$ cat src/rtl/serial_adder.sv
// Bit-serial WIDTH-bit adder: one full-adder cell plus a carry flop, LSB first.
// Operands are captured on start in IDLE; the registered sum/cout update once per addition.
module serial_adder #(
    parameter int unsigned WIDTH = 8
) (
    input  logic             clk,
    input  logic             rst_n,
    input  logic             start,
    input  logic [WIDTH-1:0] a,
    input  logic [WIDTH-1:0] b,
    input  logic             cin,
    output logic             busy,
    output logic             done,
    output logic [WIDTH-1:0] sum,
    output logic             cout
);

    localparam int unsigned CntW = (WIDTH > 1) ? $clog2(WIDTH) : 1;

    typedef enum logic [1:0] {StIdle, StRun, StDone} state_e;

    state_e           state_q, state_d;
    logic [WIDTH-1:0] a_sh_q, a_sh_d;
    logic [WIDTH-1:0] b_sh_q, b_sh_d;
    logic [WIDTH-1:0] psum_q, psum_d;
    logic [WIDTH-1:0] sum_q, sum_d;
    logic [CntW-1:0]  cnt_q, cnt_d;
    logic             carry_q, carry_d;
    logic             cout_q, cout_d;

    logic             fa_s, fa_c;
    logic             last_bit;
    logic [WIDTH-1:0] psum_next;

    assign fa_s     = a_sh_q[0] ^ b_sh_q[0] ^ carry_q;
    assign fa_c     = (a_sh_q[0] & b_sh_q[0]) | (carry_q & (a_sh_q[0] ^ b_sh_q[0]));
    assign last_bit = (cnt_q == CntW'(WIDTH - 1));

    // Shift the new sum bit in at the MSB; written this way so WIDTH=1 needs no special case.
    always_comb begin
        psum_next            = psum_q >> 1;
        psum_next[WIDTH-1]   = fa_s;
    end

    always_ff @(posedge clk or negedge rst_n) begin
        if (!rst_n) begin
            state_q <= StIdle;
            a_sh_q  <= '0;
            b_sh_q  <= '0;
            psum_q  <= '0;
            sum_q   <= '0;
            cnt_q   <= '0;
            carry_q <= 1'b0;
            cout_q  <= 1'b0;
        end else begin
            state_q <= state_d;
            a_sh_q  <= a_sh_d;
            b_sh_q  <= b_sh_d;
            psum_q  <= psum_d;
            sum_q   <= sum_d;
            cnt_q   <= cnt_d;
            carry_q <= carry_d;
            cout_q  <= cout_d;
        end
    end

    always_comb begin
        state_d = state_q;
        unique case (state_q)
            StIdle:  if (start) state_d = StRun;
            StRun:   if (last_bit) state_d = StDone;
            StDone:  state_d = StIdle;
            default: state_d = StIdle;
        endcase
    end

    always_comb begin
        a_sh_d  = a_sh_q;
        b_sh_d  = b_sh_q;
        psum_d  = psum_q;
        sum_d   = sum_q;
        cnt_d   = cnt_q;
        carry_d = carry_q;
        cout_d  = cout_q;
        if (state_q == StIdle && start) begin
            a_sh_d  = a;
            b_sh_d  = b;
            psum_d  = '0;
            cnt_d   = '0;
            carry_d = cin;
        end else if (state_q == StRun) begin
            a_sh_d  = a_sh_q >> 1;
            b_sh_d  = b_sh_q >> 1;
            psum_d  = psum_next;
            cnt_d   = cnt_q + CntW'(1);
            carry_d = fa_c;
            if (last_bit) begin
                sum_d  = psum_next;
                cout_d = fa_c;
            end
        end
    end

    always_comb begin
        busy = (state_q == StRun);
        done = (state_q == StDone);
        sum  = sum_q;
        cout = cout_q;
    end

endmodule

$ cat config.mk
export PLATFORM = sky130hd
export DESIGN_NAME = serial_adder
export DESIGN_NICKNAME = d
export VERILOG_FILES = /design/src/rtl/serial_adder.sv
export SDC_FILE = /design/constraint.sdc
export NUM_CORES = 1
export LEC_CHECK = 0
export ABC_CLOCK_PERIOD_IN_PS = 1400
export CORE_UTILIZATION = 25
export DETAILED_ROUTE_END_ITERATION = 12
export PLACE_DENSITY = 0.46
export SYNTH_ARGS = -nofsm -noshare
export SYNTH_HDL_FRONTEND = slang
export SYNTH_SLANG_ARGS = --single-unit
$ cat constraint.sdc
create_clock -name clk -period 1.4 [get_ports clk]
set_clock_uncertainty 0.05 [all_clocks]
set_input_delay 0.14 -clock clk [delete_from_list [all_inputs] [get_ports clk]]
set_output_delay 0.14 -clock clk [all_outputs]
set_load 0.005 [all_outputs]
==> results of run 1 <==
-- state kept, by name, indices dropped and copies added, names as in the netlist --
signal	cells
psum_q	7
cnt_q	3
b_sh_q	8
cout	1
sum	8
a_sh_q	8
state_q	2
carry_q	1
-- critical path, delay by kind of cell, from the launching register on --
family	cells	cell delay (ps)
adder cells (fa/ha/maj)	2	390
buffers and inverters	1	130
flip-flops	1	390
multiplexers	1	290
AND/OR/NAND/NOR	1	90
-- cells by family after synthesis --
logic type	count (synthesis)	share of synthesized area, %
DFF	38	56.6
and+or+nand+nor	25	7.53
muxes	9	8.05
adders and majority gates	3	2.68
AOI/OAI and AO/OA	46	20.0
buffers and inverters	14	5.07
-- power by group through the flow --
| stage | sequential [mW] | clock, mW | combinational [mW] |
|---|---|---|---|
| after global placement | 1.94 | 0 | 1.87 |
| after CTS | 1.94 | 0.989 | 2.11 |
| after global routing | 2.03 | 1.04 | 2.41 |
| after floorplan | 1.89 | 0 | 1.25 |
| after detailed placement | 1.95 | 0 | 1.92 |
| final | 1.97 | 0.956 | 2.19 |
-- placed cells by master (no fill, tap or decap), types with 2 or more instances in the layout --
cell / count
o21ai_0: 5
buf_12: 2
clkinvlp_4: 2
clkbuf_2: 2
clkbuf_8: 5
buf_4: 18
mux2_4: 9
nand2_1: 3
a21oi_1: 2
o22ai_1: 14
o32ai_2: 7
buf_6: 3
nor2_1: 16
inv_1: 2
o32ai_1: 7
a22o_1: 9
dfrtp_1: 38
clkdlybuf4s50_1: 27
-- area by class of cell --
| type | count | area, µm² |
|---|---|---|
| Inverter | 4 | 22.5 |
| Fill cell | 605 | 3990 |
| Multi-Input combinational cell | 83 | 728 |
| Clock buffer | 5 | 68.8 |
| Clock inverter | 3 | 45.0 |
| Tap cell | 77 | 96.3 |
| Sequential cell | 38 | 951 |
| Timing Repair Buffer | 55 | 519 |
-- through the flow --
stage	setup slack, ps	instances
after floorplan	52.9	135
after global placement	-117	247
after detailed placement	-204	247
after CTS	-50.8	264
after global routing	-95.8	265
final	-43.7	265
-- final timing paths --
path | cells after the start | slack, ps | start | to
worst max register to register | 5 | -40 | cnt_q[0] | sum[0]
worst min-delay path | 3 | 350 | a[7] | a_sh_q[7]
worst min register to register | 1 | 460 | psum_q[1] | psum_q[1]
worst max-delay path | 5 | -40 | cnt_q[0] | sum[0]
min in group asynchronous | 3 | 360 | rst_n | sum[0]
max in group asynchronous | 3 | 580 | rst_n | cout
-- per-layer routing --
| metal | wire length (µm) | global-route usage, % | vias up |
|---|---|---|---|
| met4 | 59 | 4.55 | 0 |
| met2 | 1790 | 18.1 | 33 |
| li1 | - | - | 611 |
| met5 | 0 | 0 | - |
| met3 | 194 | 3.96 | 8 |
| met1 | 1880 | 16.1 | 647 |
-- timing repair --
| item | CTS | global route |
|---|---|---|
| gates resized for setup | 12 | 16 |
| endpoints found under the hold margin | 38 | 0 |
| pin swaps | 2 | 2 |
| endpoints found under the setup margin | 12 | 22 |
| setup buffers | 8 | 1 |
| hold buffers | 1 | 0 |
==> metrics, run 1 <==
vias in the first global route 1306; HP Class in -> reg; most common cell in the synthesized netlist dfrtp_1; final WL roughly 3900 µm; Net Sw Power roughly 1.7 mW; Max-slew headroom 67.0%; initial antenna violation count 0; # port buffers 30; Synth Area per Inst approximately 12 µm²; Design Area, Final approximately 2400 µm²; Max Fclk between 600 and 700 MHz; HPWL Detailed roughly 2500 µm; FP Rows 29; final setup TNS -272 ps; Die Wd roughly 84 µm; prevailing post-synth register cell dfrtp_1; distinct cell type count after synthesis 23; Die Area 7050 µm²; vias between 1000 and 1500; TritonCTS Buffers 5; syn nets 158; Final setup violation count 8; Pre-antenna DRT Iters 8; # diodes 0; Initial Utilization between 20% and 30%; DRC 4; Internal about 3.4 mW; Post-Place Cell Area 2120 µm²; Clk network pwr share 18.7%; H-Tree Level Count 2; area grow syn2layout 44.8%; number of DRC markers in iteration 0 74; Final Slew Violations 0; WP data arrival 1590 ps; die outline height between 80 and 90 µm; Critical Path Max Stage Delay a little under 400 ps; global-route wire length before repair between 6000 and 7000 µm; Routed WL per cell about 15 µm; Root Driver clkbuf_8; CTS tree done; worst-skew pair later-pin latency 300 ps; DRT antenna net count 0; Peak VDD IR 596 µV; CP max-delay cell dfrtp_1; sw frac 33.1%; Final Core Density roughly 38%; Post-Syn Area 1680 µm²; CTS sink count 38; RSZ-0062 raised after global routing true; number of I/O pins 31; Worst-path clk slew 90 ps; endpoint class of the critical path flop; via/cell ratio between 4 and 5; kind of critical path reg -> reg; Period Utilization, post-route 103%; sequential share of the synthesized area a little under three fifths; top cells by count, synth dfrtp_1, nor2_1, o22ai_1, o32ai_1; power per cell area about 2100 nW/µm²; Overflow after GRT 0; Worst Max-Slew Pin Slew between 400 and 500 ps; Synth warnings 0; worst-path cell chain ha_2 > ha_4 > nand2_8 > buf_8 > mux2_4; Static Leakage 1.04 nW; # nets final between 200 and 250; synth top area cells dfrtp_1, mux2_4, o32ai_1; worst hold margin ~350 ps; Yosys top cell area share between 50% and 60%; RD Place Congestion around 0.78; Final min period 1440 ps; Comb power frac ~43%; largest net degree at the start of global routing 39; critical path startpoint category flop; status complete, but fails checks; area leader, netlist dfrtp_1; failing checks DRC, setup timing; cells after synthesis 135; CP Data Required Time approximately 1600 ps; EDFF count, synth 0; Tot Pwr 5.11 mW; CP Max Fanout 5; Tot GR Track Use 12.1%; CTS Buffer Depth 2; Sequential Power Share about two fifths; Core Box Area between 6000 and 7000 µm²; Final Hold Viols 0; setup ws final -43.7 ps; asr flop ratio synth 100%; # Max-Cap Violations 0; Yosys reg bits 38; layout cells sized above 1 31.9%
No activity file was read; power rests on OpenSTA's default activity.
==> run 2: changes to the inputs <==
--- a/config.mk
+++ b/config.mk
@@ -8,6 +8,7 @@
 export ABC_CLOCK_PERIOD_IN_PS = 1400
 export CORE_UTILIZATION = 25
 export DETAILED_ROUTE_END_ITERATION = 12
+export HOLD_SLACK_MARGIN = 0.02
 export PLACE_DENSITY = 0.46
 export SYNTH_ARGS = -nofsm -noshare
 export SYNTH_HDL_FRONTEND = slang
==> results of run 2 <==
No change in the layout: final DEF, timing and power equal those of run 1.
